## config.mk

```make
export PLATFORM = sky130hd
export DESIGN_NAME = led_seq_ctrl_flat
export DESIGN_NICKNAME = d
export VERILOG_FILES = /design/src/rtl/lb_if.sv /design/src/rtl/led_seq_ctrl.sv /design/src/flat_wrapper.sv
export SDC_FILE = /design/constraint.sdc
export NUM_CORES = 1
export LEC_CHECK = 0
export ABC_CLOCK_PERIOD_IN_PS = 2200
export CORE_MARGIN = 5
export CORE_UTILIZATION = 43
export DETAILED_ROUTE_END_ITERATION = 12
export PLACE_DENSITY = 0.65
export SKIP_CTS_REPAIR_TIMING = 1
export SLEW_MARGIN = 20
export SYNTH_ARGS = -nofsm -noshare
export SYNTH_HDL_FRONTEND = slang
export SYNTH_SLANG_ARGS = --single-unit
```

## constraint.sdc

```tcl
create_clock -name lb_clk -period 2.2 [get_ports lb_clk]
set_clock_uncertainty 0.2 [all_clocks]
set_input_delay 0.33 -clock lb_clk [delete_from_list [all_inputs] [get_ports lb_clk]]
set_output_delay 0.33 -clock lb_clk [all_outputs]
set_load 0.05 [all_outputs]
```

## src/rtl/lb_if.sv

```systemverilog
// XT local-bus request bundle: the fabric drives it, peripherals decode it.
interface lb_if;
  localparam int unsigned ADDR_W = 8;
  localparam int unsigned DATA_W = 32;

  logic              wr;
  logic              rd;
  logic [ADDR_W-1:0] addr;
  logic [DATA_W-1:0] wdata;

  modport master (output wr, rd, addr, wdata);
  modport slave  (input  wr, rd, addr, wdata);
endinterface

```

## src/rtl/led_seq_ctrl.sv

```systemverilog
// Local-bus LED sequencer: direct drive in IDLE, or steps through a pattern table
// (looping or one-shot) at a programmable step period. LEDs are active-low.
module led_seq_ctrl #(
  parameter int unsigned LED_NUM   = 8,
  parameter int unsigned STEPS     = 16,
  parameter int unsigned PRESC_W   = 24,
  parameter logic [7:0]  BASE_ADDR = 8'd24
) (
  input  logic               lb_clk,
  input  logic               rst_n,
  lb_if.slave                xt_lb,
  output logic [31:0]        rdata,
  output logic [LED_NUM-1:0] led
);

  localparam int unsigned SW = $clog2(STEPS);

  localparam logic [7:0] A_CTRL    = BASE_ADDR;
  localparam logic [7:0] A_PERIOD  = BASE_ADDR + 8'd1;
  localparam logic [7:0] A_PATTERN = BASE_ADDR + 8'd2;
  localparam logic [7:0] A_DIRECT  = BASE_ADDR + 8'd3;

  typedef enum logic [1:0] {
    IDLE = 2'd0,
    RUN  = 2'd1,
    HOLD = 2'd2
  } state_t;

  state_t               state_q, state_d;
  logic [SW-1:0]        step_q, step_d;
  logic [SW-1:0]        last_q, last_d;
  logic [SW-1:0]        wr_ptr_q, wr_ptr_d;
  logic [PRESC_W-1:0]   presc_q, presc_d;
  logic [PRESC_W-1:0]   period_q, period_d;
  logic [LED_NUM-1:0]   direct_q, direct_d;
  logic [LED_NUM-1:0]   led_d;
  logic                 run_q, run_d;
  logic                 loop_q, loop_d;

  logic [LED_NUM-1:0]   tbl [STEPS];

  logic wr_ctrl, wr_period, wr_pattern, wr_direct;
  logic rd_ctrl, rd_period, rd_direct;
  logic unused_wdata;

  // Address decode for writes and reads
  assign wr_ctrl    = xt_lb.wr && (xt_lb.addr == A_CTRL);
  assign wr_period  = xt_lb.wr && (xt_lb.addr == A_PERIOD);
  assign wr_pattern = xt_lb.wr && (xt_lb.addr == A_PATTERN);
  assign wr_direct  = xt_lb.wr && (xt_lb.addr == A_DIRECT);
  assign rd_ctrl    = xt_lb.rd && (xt_lb.addr == A_CTRL);
  assign rd_period  = xt_lb.rd && (xt_lb.addr == A_PERIOD);
  assign rd_direct  = xt_lb.rd && (xt_lb.addr == A_DIRECT);

  // Only some write-data bits are meaningful to this slave
  assign unused_wdata = ^xt_lb.wdata;

  // Pattern table storage; deliberately not reset
  always_ff @(posedge lb_clk) begin
    if (wr_pattern) tbl[wr_ptr_q] <= xt_lb.wdata[LED_NUM-1:0];
  end

  // Next-state, register-write and LED-select logic
  always_comb begin
    state_d  = state_q;
    step_d   = step_q;
    last_d   = last_q;
    wr_ptr_d = wr_ptr_q;
    presc_d  = presc_q;
    period_d = period_q;
    direct_d = direct_q;
    run_d    = run_q;
    loop_d   = loop_q;
    led_d    = direct_q;

    if (wr_period) period_d = xt_lb.wdata[PRESC_W-1:0];
    if (wr_direct) direct_d = xt_lb.wdata[LED_NUM-1:0];
    if (wr_pattern) wr_ptr_d = wr_ptr_q + SW'(1);
    // Clear lands after the pattern write has used the old pointer
    if (wr_ctrl && xt_lb.wdata[2]) wr_ptr_d = '0;

    case (state_q)
      IDLE:    led_d = direct_q;
      RUN:     led_d = tbl[step_q];
      HOLD:    led_d = tbl[last_q];
      default: led_d = '1;
    endcase

    // A CTRL write pre-empts any step tick in the same cycle
    if (wr_ctrl) begin
      run_d  = xt_lb.wdata[0];
      loop_d = xt_lb.wdata[1];
      last_d = xt_lb.wdata[4 +: SW];
      if (xt_lb.wdata[0]) begin
        state_d = RUN;
        step_d  = '0;
        presc_d = period_q;
      end else begin
        state_d = IDLE;
      end
    end else if (state_q == RUN) begin
      if (presc_q == '0) begin
        presc_d = period_q;
        if (step_q != last_q) begin
          step_d = step_q + SW'(1);
        end else if (loop_q) begin
          step_d = '0;
        end else begin
          state_d = HOLD;
          run_d   = 1'b0;
        end
      end else begin
        presc_d = presc_q - PRESC_W'(1);
      end
    end
  end

  // Control and LED registers
  always_ff @(posedge lb_clk or negedge rst_n) begin
    if (!rst_n) begin
      state_q  <= IDLE;
      step_q   <= '0;
      last_q   <= '0;
      wr_ptr_q <= '0;
      presc_q  <= '0;
      period_q <= '0;
      direct_q <= '1;
      run_q    <= 1'b0;
      loop_q   <= 1'b0;
      led      <= '1;
    end else begin
      state_q  <= state_d;
      step_q   <= step_d;
      last_q   <= last_d;
      wr_ptr_q <= wr_ptr_d;
      presc_q  <= presc_d;
      period_q <= period_d;
      direct_q <= direct_d;
      run_q    <= run_d;
      loop_q   <= loop_d;
      led      <= led_d;
    end
  end

  // Read mux; zero when not addressed so the fabric can OR slaves together
  always_comb begin
    rdata = '0;
    if (rd_ctrl) begin
      rdata[17:16]     = state_q;
      rdata[12 +: SW]  = step_q;
      rdata[8 +: SW]   = wr_ptr_q;
      rdata[4 +: SW]   = last_q;
      rdata[1]         = loop_q;
      rdata[0]         = run_q;
    end else if (rd_period) begin
      rdata = 32'(period_q);
    end else if (rd_direct) begin
      rdata = 32'(direct_q);
    end
  end

endmodule

```

## src/flat_wrapper.sv

```systemverilog
// flat-port wrapper written by rule: the top's interface ports become plain ports
module led_seq_ctrl_flat 
#(
  parameter int unsigned LED_NUM   = 8,
  parameter int unsigned STEPS     = 16,
  parameter int unsigned PRESC_W   = 24,
  parameter logic [7:0]  BASE_ADDR = 8'd24
)
  (lb_clk, rst_n, rdata, led, xt_lb_wr, xt_lb_rd, xt_lb_addr, xt_lb_wdata);
  lb_if xt_lb_i ();
  input  logic lb_clk;
  input  logic rst_n;
  output logic [31:0] rdata;
  output logic [LED_NUM-1:0] led;
  input wire logic [$bits(xt_lb_i.wr)-1:0] xt_lb_wr;
  input wire logic [$bits(xt_lb_i.rd)-1:0] xt_lb_rd;
  input wire logic [$bits(xt_lb_i.addr)-1:0] xt_lb_addr;
  input wire logic [$bits(xt_lb_i.wdata)-1:0] xt_lb_wdata;
  assign xt_lb_i.wr = xt_lb_wr;
  assign xt_lb_i.rd = xt_lb_rd;
  assign xt_lb_i.addr = xt_lb_addr;
  assign xt_lb_i.wdata = xt_lb_wdata;
  led_seq_ctrl #(.LED_NUM(LED_NUM), .STEPS(STEPS), .PRESC_W(PRESC_W), .BASE_ADDR(BASE_ADDR)) u_core (.lb_clk(lb_clk), .rst_n(rst_n), .xt_lb(xt_lb_i), .rdata(rdata), .led(led));
endmodule
```

# [Word level (Yosys, flattened, before mapping)]
# Memory sizes are Yosys's and may differ from the RTL's.
# Index checks and enable logic that the tools add are counted.
[totals] regBits=80 ramBits=128 input_bits=44 output_inout_bits=40 wordCells=73 mem_count=1
[op_classes] addsub=3 n_eq_ne=10 mux=32 reduce_logical=17
[memory_table] memory="u_core.tbl" depth=16 word_bits=8 read_ports=2 rd_clocked_by_memory_dff=0 write_ports=1 line_no="led_seq_ctrl.sv:40" text="logic [LED_NUM-1:0] tbl [STEPS];"
[ops] operator="24-bit two-way mux" n=5
[ops] operator="8-bit by 5-bit equality test with 1-bit output, second input constant" n=4
[ops] operator="4-bit two-way mux" n=8
[ops] operator="24-bit logical NOT" n=1
[ops] operator="8-bit one-hot mux with 3 select lines" n=1
[ops] operator="24-bit by 1-bit subtractor with 24-bit output, second input constant" n=1
[ops] operator="14-bit two-way mux" n=1
[ops] operator="2-bit two-way mux" n=7
[ops] operator="4-bit by 1-bit adder with 4-bit output, second input constant" n=2
[ops] operator="1-bit logical AND" n=8
[ops] operator="1-bit two-way mux" n=8
[ops] operator="8-bit two-way mux" n=1
[ops] operator="4-bit AND reduction" n=2
[ops] operator="6-bit two-way mux" n=1
[ops] operator="2-bit nonzero test" n=3
[ops] operator="2-bit != test, second input constant" n=2
[ops] operator="4-bit != test" n=1
[ops] operator="3-bit nonzero test" n=1
[ops] operator="2-bit by 1-bit equality test with 1-bit output, second input constant" n=1
[ops] operator="2-bit equality test, second input constant" n=1
[ops] operator="2-bit logical NOT" n=1
[ops] operator="2-bit by 1-bit != test with 1-bit output, second input constant" n=1
[ops] operator="2-bit AND reduction" n=1

# [Logic depth before layout (Yosys ltp)]
[depth] word_depth=5 depth_mapped=9 mapped_depth_nobuf=6

# [Worst setup path after synthesis]
# Ideal clock, no wire load.
[synth_timing] path_type="input -> register" from="input xt_lb_addr[2]" to="memory u_core.tbl[3][0], enable pin" setup_ns=0.383 arrival_time_ns=2.055 path_slack_ns=-0.438 path_stages=6 path_buffers=2 path_cell_list="nor4bb_1 > clkbuf_1 > and4_1 > clkbuf_1 > nand2_1 > nor3_1"
[synth_via] elab_chain_cells=4
[synth_lines] item="start, declared" line_no="flat_wrapper.sv:17" text="input wire logic [$bits(xt_lb_i.addr)-1:0] xt_lb_addr;"
[synth_lines] item="8-bit by 5-bit equality test with 1-bit output" line_no="led_seq_ctrl.sv:49" text="assign wr_pattern = xt_lb.wr && (xt_lb.addr == A_PATTERN);"
[synth_lines] item="1-bit logical AND" line_no="led_seq_ctrl.sv:49"
[synth_lines] item="1-bit two-way mux" line_no="led_seq_ctrl.sv:60" text="if (wr_pattern) tbl[wr_ptr_q] <= xt_lb.wdata[LED_NUM-1:0];"
[synth_lines] item="1-bit two-way mux (implied by the code)" line_no="led_seq_ctrl.sv:60"
[synth_lines] item="end, declared" line_no="led_seq_ctrl.sv:40"
# No other way between the ends.

# [Worst setup path in the final report]
[layout_timing] from="register u_core.step_q[0]" to="output rdata[12]"
[layout_via] elab_chain_cells=1
[layout_lines] item="start, declared" line_no="led_seq_ctrl.sv:30" text="logic [SW-1:0] step_q, step_d;"
[layout_lines] item="start signal, assigned" line_no="led_seq_ctrl.sv:133" text="step_q <= step_d;"
[layout_lines] item="14-bit two-way mux" line_no="led_seq_ctrl.sv:148" text="if (rd_ctrl) begin"
[layout_lines] item="end, declared" line_no="flat_wrapper.sv:13" text="output logic [31:0] rdata;"
# No other way between the ends.

==> results.cfg <==
[global_routing]
antenna_found_initial = 0
grtUsageTotal_pct = 21.6
grt_pass1_vias = 7606
gr-total-overflow = 0
grt_max_degree = 45
grt_pass1_wl_um = 46700

[cells_and_area]
final_cell_area_um2 = 14700
diodes = 0
area_delta_synth_final_pct = 41.0
final_nets = 1055
final_layout_size_suffix_gt1_share_pct = 43.5

[die]
io-pin-count = 84
rows = 57
initial_core_util_pct = 43.3
dieArea_um2 = 27500
coreArea_um2 = 24100
die_h_um = 166
die_width_um = 166

[clock_tree]
clock_sinks = 207
clk_latency_ps = 530
cts_buffers = 24
path_clk_slew_ps = 60
cts_tree = done
clock_path_buffers = 3
cts-root-buf = clkbuf_16
ctsHtreeMaxLevel = 1

[routing]
drc = 0
ant_nets = 0
detail_route.vias_per_cell = 5.96
drtIter0Drc = 837
firstDrtPassIters = 7
avgRoutedWirePerCell_um = 23.8
num_vias = 8018
wl_um = 32000

[synthesis]
ys_seq_area_share_pct = 56.0
yosys.area.top_type_share_pct = 36.8
synthArstFlopShare_pct = 38.2
ys_warn_count = 0
synth_top_area_cell = edfxtp_1
synth-seq-cells = 207
netlist_top_cells_area = edfxtp_1 37%, dfrtp_1 15%, mux4_2 6.9%, mux2i_1 6.6%, dfstp_2 4.0%
synth_area_per_cell_um2 = 13.4
synthFlopType = edfxtp_1
ys_types = 68
syn_area_um2 = 10400
synth_edf_count = 128
synthCells = 779

[critical_path]
path_class = reg2out
crit_path_max_fanout = 8
path_cells = buf_12, clkbuf_16, buf_6, a22o_4, buf_12
crit_top_cell = buf_12
cp-end-kind = output port
worstPathArrival_ps = 1830
worst_ep_required_time_ps = 1670
critPathMaxStageDelay_ps = 500
critical_path.slowest_cell = dfrtp_4
start_kind = flip-flop

[sta]
max_freq_mhz = 423
setup_viol = 50
fin_setup_tns_ps = -4460
fin_ws_ps = -165
finalCritPeriodShare_pct = 107
slew_viol_final = 0
period_needed_ps = 2360
slew_headroom_pct = 59.0
finalHoldViolations = 0
tightest_slew_ps = 613
grt_setup_unrepaired = yes

[status]
status = finished with violations
violations = setup timing

[power]
power_density_nw_per_um2 = 748
power_mw = 11.0
ir_worst_vdd_uv = 598
leakagePower_nw = 5.88

[place]
place_congestion = 0.874
postPlaceCellArea_um2 = 13000
dp_hpwl_um = 21900
port_buffers = 67

[hold_path]
hp-class = in2async

[flow_run]
drv_cap = 0
==> critical path: cells and delay by family (launching register included) <==
kind | cells | cell delay (ps)
buffers and inverters | 4 | 580
DFF | 1 | 500
AOI/OAI and AO/OA | 1 | 220
==> cell type report <==
type | count | area (µm²)
Fill cell | 1841 | 9400
Inverter | 22 | 82.6
Multi-Input combinational cell | 494 | 4650
Clock buffer | 27 | 633
Timing Repair Buffer | 255 | 2820
Sequential cell | 207 | 5850
Clock inverter | 16 | 254
Tap cell | 324 | 405
==> final timing paths <==
check / startpoint / to / slack, ps / cells after the start
min in group lb_clk: xt_lb_wdata[15] / u_core.period_q[15]$_DFFE_PN0P_ / 220 / 2
hold / removal: rst_n / u_core.period_q[22]$_DFFE_PN0P_ / 110 / 2
hold reg to reg: u_core.period_q[19]$_DFFE_PN0P_ / u_core.period_q[19]$_DFFE_PN0P_ / 340 / 1
setup reg to reg: u_core.step_q[0]$_DFFE_PN0P_ / u_core.led[7]$_DFF_PN1_ / -150 / 6
max in group asynchronous: rst_n / u_core.presc_q[7]$_DFFE_PN0P_ / 1060 / 3
setup / recovery: u_core.step_q[0]$_DFFE_PN0P_ / rdata[12] / -160 / 5
==> layout by cell type (no fill, tap or decap), types with 11 or more instances in the layout <==
master and n:
nand2_1 30, nor2_2 16, a22o_4 12, buf_4 140
a221o_1 14, nor2_1 17, a21oi_1 19, edfxtp_1 128
and2_1 11, o21ai_1 17, and2_4 14, buf_6 19
buf_12 53, mux4_2 32, dfrtp_1 58, clkdlybuf4s50_1 25
dfstp_2 16, mux2i_1 67, mux2_2 32, inv_1 16
clkbuf_16 29, o221ai_1 15
==> per-stage QoR <==
| step | std cells | hold slack (ps) | utilization (%) | setup WS, ps |
|---|---|---|---|---|
| floorplan | 786 | -166 | - | -53.7 |
| global placement | 1263 | 122 | 54.1 | -611 |
| detailed placement | 1263 | 124 | 54.1 | -668 |
| CTS | 1306 | -419 | 57.8 | -564 |
| global route | 1345 | 161 | 61.0 | -206 |
| finish | 1345 | 113 | 61.0 | -165 |
==> synth_stat cells (12+ instances only) <==
cell and count:
a21oi_1 19, a221o_1 14, a22o_1 13, and2_1 25, buf_2 15, buf_4 12
clkbuf_1 29, dfrtp_1 63, dfstp_2 16, edfxtp_1 128, inv_1 22, mux2_2 32
mux2i_1 69, mux4_2 32, nand2_1 32, nor2_1 34, nor3_1 17, o21ai_0 14
o21ai_1 15, o221ai_1 16, o22ai_1 14
==> logic make-up (layout without fill, tap and decap cells) <==
kind of cell / after synthesis / after routing / synth area share (%)
flip-flops: 207 / 207 / 56.0
AND/OR/NAND/NOR: 170 / 170 / 9.32
AO/OA/AOI/OAI: 169 / 169 / 12.4
multiplexers: 133 / 133 / 17.0
buffers and inverters: 85 / 320 / 3.81
adder cells (fa/ha/maj): 7 / 7 / 0.840
XOR/XNOR: 7 / 7 / 0.588
other: 1 / 8 / 0.0359
==> where the power goes <==
| group | internal, mW | switching (mW) | total [mW] |
|---|---|---|---|
| Combinational | 0.920 | 1.08 | 2.00 |
| Sequential | 4.33 | 0.197 | 4.53 |
| Clock | 2.87 | 1.60 | 4.47 |
==> registers in the layout, summed over array words and instances (netlist names) <==
register         cells
u_core.direct_q      8
u_core.last_q        4
u_core.led           8
u_core.loop_q        1
u_core.period_q     24
u_core.presc_q      24
u_core.state_q       2
u_core.step_q        4
u_core.tbl         128
u_core.wr_ptr_q      4
==> metal layers <==
layer,global-route usage (%),up-vias,share of wire [%]
met5,0,-,0
met4,3.84,0,2.0
met3,5.31,44,8.3
met2,34.2,347,47
met1,30.9,4118,43
li1,-,3509,-
Note: power is estimated with default switching activity, not from simulation.
